<file path="src/rtl/cam_init_seq.sv">
// Camera init command sequencer: walks an {addr,data} init ROM, then hands the SCCB command port to the host.
// Latency: 2-cycle ROM fetch per entry, then one command per downstream response; host path is combinational out, 1-cycle registered response.
// Backpressure: rw_cmd held stable until rw_cmd_ready; host_cmd_ready mirrors rw_cmd_ready only while the host owns the port.
//
// Ports:
//   clk, rst            clock, asynchronous active-high reset
//   start               one-cycle pulse, (re)starts the init walk from entry 0
//   rom_addr/rom_data   init ROM; rom_data is valid one cycle after rom_addr changes
//   rw_cmd*/rw_resp*    downstream register-access command/response ({rw, addr, data}, rw=1 write)
//   host_cmd*/host_resp* runtime passthrough, active only in IDLE after a completed walk
//   busy, done, err_cnt status; err_cnt counts readback mismatches (saturating)
//
// Optional build macro CAM_INIT_VERIFY_EN: read back every written register (except
// delay entries 16'hF0F0), retry mismatching writes up to MAX_RETRY times and count
// mismatches in err_cnt. Without it, err_cnt is tied to zero.

module cam_init_seq #(
    parameter int          ROM_AW    = 8,
    parameter logic [15:0] END_WORD  = 16'hFFFF,
    parameter int          MAX_RETRY = 3
) (
    input  logic              clk,
    input  logic              rst,
    input  logic              start,
    output logic [ROM_AW-1:0] rom_addr,
    input  logic [15:0]       rom_data,
    output logic [16:0]       rw_cmd,
    output logic              rw_cmd_valid,
    input  logic              rw_cmd_ready,
    input  logic [16:0]       rw_resp,
    input  logic              rw_resp_valid,
    input  logic [16:0]       host_cmd,
    input  logic              host_cmd_valid,
    output logic              host_cmd_ready,
    output logic [16:0]       host_resp,
    output logic              host_resp_valid,
    output logic              busy,
    output logic              done,
    output logic [7:0]        err_cnt
);

    localparam logic [2:0] S_IDLE   = 3'd0;
    localparam logic [2:0] S_FETCH  = 3'd1;
    localparam logic [2:0] S_ISSUE  = 3'd2;
    localparam logic [2:0] S_WAIT   = 3'd3;
    localparam logic [2:0] S_NEXT   = 3'd4;
    localparam logic [2:0] S_DONE   = 3'd5;
`ifdef CAM_INIT_VERIFY_EN
    localparam logic [2:0] S_VISSUE = 3'd6;
    localparam logic [2:0] S_VWAIT  = 3'd7;

    // Delay entries are executed downstream and have no register to read back.
    localparam logic [15:0] DELAY_WORD = 16'hF0F0;
    localparam int          RC_W       = (MAX_RETRY < 1) ? 1 : $clog2(MAX_RETRY + 1);
`endif

    logic [2:0]  state;
    logic [15:0] entry;       // current {reg_addr, reg_data} being issued
    logic        fetch_wait;  // first FETCH cycle: ROM output not yet valid
    logic        host_owns;   // passthrough window: idle after a completed walk

`ifdef CAM_INIT_VERIFY_EN
    logic [RC_W-1:0] retry_cnt;
    logic            rb_match;

    assign rb_match = (rw_resp[7:0] == entry[7:0]);
`else
    // MAX_RETRY only matters to the verify build.
    logic unused_cfg;
    assign unused_cfg = ^MAX_RETRY;
    assign err_cnt    = 8'd0;
`endif

    assign host_owns = (state == S_IDLE) && done;

    // ------------------------------------------------------------------
    // Sequencer state
    // ------------------------------------------------------------------
    always_ff @(posedge clk or posedge rst) begin
        if (rst) begin
            state      <= S_IDLE;
            rom_addr   <= '0;
            entry      <= 16'h0000;
            fetch_wait <= 1'b0;
            busy       <= 1'b0;
            done       <= 1'b0;
        end else begin
            case (state)
                S_IDLE: begin
                    // A start while done=1 lands here too: done clears and the walk restarts.
                    if (start) begin
                        rom_addr   <= '0;
                        fetch_wait <= 1'b0;
                        busy       <= 1'b1;
                        done       <= 1'b0;
                        state      <= S_FETCH;
                    end
                end

                S_FETCH: begin
                    if (!fetch_wait) begin
                        fetch_wait <= 1'b1;
                    end else begin
                        fetch_wait <= 1'b0;
                        entry      <= rom_data;
                        state      <= (rom_data == END_WORD) ? S_DONE : S_ISSUE;
                    end
                end

                S_ISSUE: begin
                    if (rw_cmd_ready) begin
                        state <= S_WAIT;
                    end
                end

                S_WAIT: begin
                    if (rw_resp_valid) begin
`ifdef CAM_INIT_VERIFY_EN
                        state <= (entry != DELAY_WORD) ? S_VISSUE : S_NEXT;
`else
                        state <= S_NEXT;
`endif
                    end
                end

`ifdef CAM_INIT_VERIFY_EN
                S_VISSUE: begin
                    if (rw_cmd_ready) begin
                        state <= S_VWAIT;
                    end
                end

                S_VWAIT: begin
                    if (rw_resp_valid) begin
                        if (rb_match || (int'(retry_cnt) >= MAX_RETRY)) begin
                            state <= S_NEXT;
                        end else begin
                            state <= S_ISSUE;
                        end
                    end
                end
`endif

                S_NEXT: begin
                    // A full table with no terminator still completes once the
                    // last address has been issued.
                    if (&rom_addr) begin
                        state <= S_DONE;
                    end else begin
                        rom_addr <= rom_addr + 1'b1;
                        state    <= S_FETCH;
                    end
                end

                S_DONE: begin
                    busy  <= 1'b0;
                    done  <= 1'b1;
                    state <= S_IDLE;
                end

                default: begin
                    state <= S_IDLE;
                end
            endcase
        end
    end

`ifdef CAM_INIT_VERIFY_EN
    // ------------------------------------------------------------------
    // Readback retry counter and mismatch count
    // ------------------------------------------------------------------
    always_ff @(posedge clk or posedge rst) begin
        if (rst) begin
            retry_cnt <= '0;
            err_cnt   <= 8'd0;
        end else if ((state == S_IDLE) && start) begin
            retry_cnt <= '0;
        end else if ((state == S_VWAIT) && rw_resp_valid) begin
            if (rb_match) begin
                retry_cnt <= '0;
            end else begin
                if (err_cnt != 8'hFF) begin
                    err_cnt <= err_cnt + 8'd1;
                end
                // Out of retries: the sequencer advances, so the count restarts.
                if (int'(retry_cnt) >= MAX_RETRY) begin
                    retry_cnt <= '0;
                end else begin
                    retry_cnt <= retry_cnt + 1'b1;
                end
            end
        end
    end
`endif

    // ------------------------------------------------------------------
    // Command port mux: sequencer during the walk, host afterwards
    // ------------------------------------------------------------------
    always_comb begin
        rw_cmd         = 17'h0;
        rw_cmd_valid   = 1'b0;
        host_cmd_ready = 1'b0;
        case (state)
            S_ISSUE: begin
                rw_cmd       = {1'b1, entry};
                rw_cmd_valid = 1'b1;
            end
`ifdef CAM_INIT_VERIFY_EN
            S_VISSUE: begin
                rw_cmd       = {1'b0, entry[15:8], 8'h00};
                rw_cmd_valid = 1'b1;
            end
`endif
            S_IDLE: begin
                if (done) begin
                    rw_cmd         = host_cmd;
                    rw_cmd_valid   = host_cmd_valid;
                    host_cmd_ready = rw_cmd_ready;
                end
            end
            default: begin
                rw_cmd         = 17'h0;
                rw_cmd_valid   = 1'b0;
                host_cmd_ready = 1'b0;
            end
        endcase
    end

    // ------------------------------------------------------------------
    // Host response forward: only responses that arrive while the host owns
    // the port are passed on, so init traffic never reaches the host.
    // ------------------------------------------------------------------
    always_ff @(posedge clk or posedge rst) begin
        if (rst) begin
            host_resp       <= 17'h0;
            host_resp_valid <= 1'b0;
        end else begin
            host_resp_valid <= host_owns && rw_resp_valid;
            if (host_owns && rw_resp_valid) begin
                host_resp <= rw_resp;
            end
        end
    end

endmodule

</file>
<file path="config.mk">
export PLATFORM = sky130hd
export DESIGN_NAME = cam_init_seq
export DESIGN_NICKNAME = d
export VERILOG_FILES = /design/src/rtl/cam_init_seq.sv
export SDC_FILE = /design/constraint.sdc
export NUM_CORES = 1
export LEC_CHECK = 0
export ABC_AREA = 1
export CAP_MARGIN = 15
export CELL_PAD_IN_SITES_DETAIL_PLACEMENT = 0
export CELL_PAD_IN_SITES_GLOBAL_PLACEMENT = 2
export CORE_ASPECT_RATIO = 0.7
export CORE_MARGIN = 2
export CORE_UTILIZATION = 22
export DETAILED_ROUTE_END_ITERATION = 16
export PLACE_DENSITY_LB_ADDON = 0.12
export SYNTH_ARGS = -nofsm -noshare
export SYNTH_HDL_FRONTEND = slang
export SYNTH_SLANG_ARGS = --single-unit
</file>
<file path="constraint.sdc">
create_clock -name clk -period 2 [get_ports clk]
set_input_delay 0.4 -clock clk [delete_from_list [all_inputs] [get_ports clk]]
set_output_delay 0.4 -clock clk [all_outputs]
set_load 0.02 [all_outputs]
</file>
==> impl_metrics.yaml, run 1 <==
placement:
  dp_hpwl_um: 5880
  place_congestion: 0.717
  place_ws_ns: -0.150
  dp.cells: 583
  portBuffers: 102
die:
  start_util_pct: 22.7
  die_h_um: 93.3
  coreArea_sq_um: 11100
  die_x_um: 132
  die_area_sq_um: 12300
  rows: 32
  ios: 111
drt:
  drc: 0
  post_drt_wl_per_cell_um: 13.3
  vias: 2388
  via_per_inst: 4.03
  drt_iter0_markers: 80
  ant_nets: 0
  dr.pass1.iters: 4
  drt-total-wl_um: 7920
grt:
  grt-ovfl-total: 0
  antenna_found_initial: 0
  grt_max_degree: 25
  grt_pass1_wl_um: 12500
  grt_pass1_vias: 2335
  track_usage_pct: 12.8
clock_tree:
  clkSinkCount: 48
  clockBufferDepth: 2
  htreeDepth: 2
  post_cts_buffers: 0
  numCtsBuffers: 5
  cts_tree: "yes"
  clk_pin_slew_ns: 0.06
  cts_root_buffer: "clkbuf_16"
  clock_latency_ns: 0.28
finish:
  diodes: 0
  syn2layout_area_growth_pct: 55.9
  final_util_pct: 35.4
  fin_nets: 496
  final_cell_count_no_fill: 593
  layout-drive-gt1-share_pct: 16.4
critical_path:
  path_class: "flip-flop to output port"
  cp_slowest_cell: "dfrtp_1"
  worst_ep_arrival_time_ns: 1.50
  rrSetupSlack_ns: 0.39
  critPathLaunchType: "flip-flop"
  cpLargestDelayFamily: "buffers and inverters"
  r2r-start: "state[2]"
  crit_path_max_incr_delay_ns: 0.40
  critPathBufInv: 4
  critPathMaxFanout: 5
  r2r_cells: 8
  r2r_end: "entry[2]"
  critical_path.cell_chain: "nor2_4 > inv_1 > nor2_2 > inv_2 > buf_4 > o21ai_2 > buf_2"
  cp-startpoint: "state[0]"
  worst_setup_path_end_kind: "output port"
  crit_required_ns: 1.60
pwr:
  ir_drop_mv: 0.494
  p_per_area_nw_per_um2: 1350
  p_leak_nw: 1.84
  p_total_mw: 5.26
run:
  maxCapViolations: 0
timing:
  fin_setup_tns_ns: 0
  setup_viol: 0
  rsz0062_at_grt: "no"
  fmax_mhz: 526
  hold_viol: 0
  drv_slew: 0
  finalWorstSetupSlack_ns: 0.0997
  clock_skew_ns: 0.00448
  period_share_pct: 95.0
  post-route-min-period_ns: 1.90
synth:
  synth_cell_types: 29
  syn_inst: 319
  syn_area_per_cell_sq_um: 7.86
  synth_warnings: 0
  synth_seq_cells: 48
  seq_area_frac_synth_pct: 47.9
  syn_area_sq_um: 2510
min_path:
  hp-class: "input pin to asynchronous set/reset pin"
status:
  status: "completed"
flip-flops by register name, indices dropped and copies added (netlist names):
name	count
done	1
rom_addr	8
entry	16
state	3
busy	1
fetch_wait	1
host_resp	17
host_resp_valid	1
power by group:
| group | internal, mW | switching [mW] |
|---|---|---|
| Combinational | 1.16 | 1.72 |
| Sequential | 1.36 | 0.165 |
| Clock | 0.500 | 0.357 |
metal layers:
layer | share of wire (%) | up-vias | global-route usage, % | wire length (um)
li1 | - | 1235 | - | -
met1 | 53 | 1090 | 18.6 | 4180
met2 | 42 | 61 | 19.6 | 3330
met3 | 4.7 | 2 | 3.09 | 374
met4 | 0.37 | 0 | 2.17 | 29
met5 | 0 | - | 0 | 0
cell type report:
cell class | count | area, sq um
Fill cell | 1237 | 7140
Sequential cell | 48 | 1200
Timing Repair Buffer | 122 | 1130
Multi-Input combinational cell | 224 | 1080
Tap cell | 153 | 191
Clock buffer | 8 | 146
Inverter | 36 | 143
Timing Repair inverter | 2 | 15.0
what timing repair did:
item,4_1_cts,5_1_grt
gates cloned,0,2
gates resized for setup,71,17
hold buffers,0,0
setup endpoints to repair,19,12
worst register-to-register path, delay by kind of cell, from the launching register on:
kind            cells  cell delay, ns
compound gates      1            0.05
buf+inv             3            0.47
flops               1            0.41
simple gates        4            0.58
how the worst max path moves through the flow:
stage	endpoint	slack, ns	depth (start not counted)
6_report	rw_cmd[7]	0.1	7
5_1_grt	rw_cmd[4]	0.002	7
4_1_cts	rw_cmd[8]	0.005	7
3_5_place_dp	rw_cmd[14]	-0.15	7
3_3_place_gp	rw_cmd[13]	-0.12	7
2_1_floorplan	rw_cmd[13]	0.24	5
synth_stat cells, drive strengths merged:
library cell | number | area (sq um)
inv | 35 | 134
xnor2 | 1 | 8.76
dfrtp | 48 | 1200
buf | 17 | 118
nor3b | 1 | 7.51
ha | 1 | 12.5
conb | 1 | 3.75
nand2 | 87 | 348
clkbuf | 1 | 3.75
a31oi | 1 | 6.26
mux2 | 1 | 11.3
clkinv | 1 | 3.75
nand3 | 25 | 125
a21oi | 18 | 93.8
o21ai | 45 | 263
nor2 | 35 | 160
xor2 | 1 | 8.76
logic make-up (layout without fill, tap and decap cells):
logic type               Yosys count  after routing  synth area share (%)
AO/OA/AOI/OAI                     64             64                  14.5
AND/OR/NAND/NOR                  148            148                  25.5
buffers and inverters             54            168                  10.3
flip-flops                        48             48                  47.9
adder cells (fa/ha/maj)            1              1                 0.499
XOR/XNOR                           2              2                 0.698
other                              1              8                 0.149
multiplexers                       1              1                 0.449
cell usage in the layout (no fill, tap or decap), drive strengths merged:
master	count
buf	37
xnor2	1
conb	8
nor2	35
nand3	25
a31oi	1
inv	37
xor2	1
clkdlybuf4s50	83
dfrtp	48
dlygate4sd2	2
nand2	87
clkbuf	8
a21oi	18
o21ai	45
nor3b	1
clkinv	1
ha	1
mux2	1
metrics by stage:
stage,hold slack (ns),instance area (sq um)
finish,0.440,3910
global route,0.493,3910
CTS,0.447,3930
detailed placement,0.486,3810
global placement,0.482,3810
floorplan,0.478,2530
(Power assumes the default switching activity.)
==> inputs of run 2 (changes only) <==
Settings changed: CORE_UTILIZATION 22 to 23, CTS_BUF_LIST from default to sky130_fd_sc_hd__clkbuf_8.
==> impl_metrics.yaml, run 2 (synthesis results as in run 1) <==
status:
  status: "completed"
clock_tree:
  cts_tree: "yes"
  clock_latency_ns: 0.31
  clkSinkCount: 48
  clk_pin_slew_ns: 0.10
  cts_hold_buf: 0
  numCtsBuffers: 5
  clockBufferDepth: 2
  htreeDepth: 2
  cts_root_buffer: "clkbuf_8"
placement:
  place_ws_ns: -0.158
  dp_hpwl_um: 5580
  portBuffers: 102
  place_congestion: 0.776
  post_dp_cell_area_sq_um: 3760
timing:
  clock_skew_ns: 0.0102
  rsz0062_at_grt: "yes"
  fmax_mhz: 508
  period_share_pct: 98.4
  post-route-min-period_ns: 1.97
  setup_viol: 0
  fin_setup_tns_ns: 0
  drv_slew: 0
  hold_viol: 0
  finalWorstSetupSlack_ns: 0.0314
finish:
  fin_nets: 499
  regMostFlops: "host_resp"
  largest_reg_flops: 17
  multi_input_area_sq_um: 1140
  layout-drive-gt1-share_pct: 20.3
  reg_top3: "host_resp x17, entry x16, rom_addr x8"
  layout_common_cells: "nand2_1, clkdlybuf4s50_1, dfrtp_1"
  seq_area_sq_um: 1200
  finalInstanceArea_sq_um: 4050
  diodes: 0
  nFillCells: 1090
  final_util_pct: 38.7
  syn2layout_area_growth_pct: 61.5
grt:
  grt_pass1_wl_um: 12400
  grt-ovfl-total: 0
  track_usage_pct: 13.3
  grt_pass1_vias: 2461
  antenna_found_initial: 0
  grt_max_degree: 49
drt:
  via_per_inst: 4.21
  ant_nets: 0
  dr.pass1.iters: 4
  vias: 2418
  drc: 0
  post_drt_wl_per_cell_um: 13.2
  drt_iter0_markers: 77
  drt-total-wl_um: 7580
pwr:
  p_leak_nw: 1.87
  p_per_area_nw_per_um2: 1360
  ir_drop_mv: 0.453
critical_path:
  worst_ep_arrival_time_ns: 1.57
  critPathMaxFanout: 8
  critPathLaunchType: "flip-flop"
  path_class: "flip-flop to output port"
  worst_setup_path_end_kind: "output port"
  crit_required_ns: 1.60
die:
  die_h_um: 91.4
  start_util_pct: 24.0
  ios: 111
  die_x_um: 129
  rows: 31
  coreArea_sq_um: 10500
  die_area_sq_um: 11800
run:
  maxCapViolations: 0
min_path:
  hp-class: "input pin to asynchronous set/reset pin"
[run 2: cell count changes in the layout (fill, tap and decap cells not counted), moves of 2 or more]
cell / previous run / this run
o21ai_0: 30 / 28
clkbuf_1: 2 / 0
nand3_2: 0 / 8
buf_2: 13 / 1
clkbuf_8: 1 / 7
buf_6: 0 / 17
clkbuf_16: 5 / 0
nand3_1: 25 / 17
o21ai_2: 10 / 13
[run 2: final cells by class]
cell class,count,area share [%]
Clock buffer,7,2.38
Clock inverter,1,0.741
Inverter,36,3.64
Multi-Input combinational cell,224,28.2
Sequential cell,48,29.6
Tap cell,132,4.08
Timing Repair Buffer,127,31.3
[run 2: worst max-delay path: stages (launching register included)]
cell      delay (ns)
dfrtp_1         0.42
nor2_4          0.15
buf_6           0.11
nand2_4         0.06
clkinv_8        0.09
buf_12          0.13
nand3_1         0.09
o21ai_2         0.08
buf_6           0.13
[run 2: worst paths after layout]
kind,startpoint,to,slack (ns),cells past startpoint
setup / recovery,state[0],rw_cmd[9],0.03,8
hold / removal,rst,rom_addr[1],0.43,3
setup reg to reg,state[0],rom_addr[2],0.35,9
hold reg to reg,host_resp[16],host_resp[16],0.50,2
max in group asynchronous,rst,entry[3],1.32,3
min in group clk,host_resp[16],host_resp[16],0.50,2
[run 2: metrics by stage]
step                      cells  total power, mW  hold slack [ns]
after global routing        575             5.96            0.463
after global placement      560             4.42            0.479
after detailed placement    560             4.45            0.486
final                       575             5.53            0.433
after floorplan             326             3.13            0.478
after CTS                   572             5.29            0.439
[run 2: what timing repair did]
action | 4_1_cts | 5_1_grt
setup buffers | 4 | 3
pin swaps | 1 | 4
setup endpoints to repair | 19 | 17
resized for setup | 81 | 54
[run 2: layer usage]
layer	up-vias	GRT usage [%]	routed length, um
met5	-	0	0
met4	0	2.99	68
met3	7	3.30	413
met2	64	19.4	3160
met1	1108	19.7	3940
li1	1239	-	-
[run 2: where the power goes]
| group | switching (mW) | internal, mW | total, mW |
|---|---|---|---|
| clock network | 0.355 | 0.442 | 0.797 |
| logic | 1.77 | 1.44 | 3.21 |
| registers | 0.164 | 1.36 | 1.52 |
| total | 2.29 | 3.24 | 5.53 |
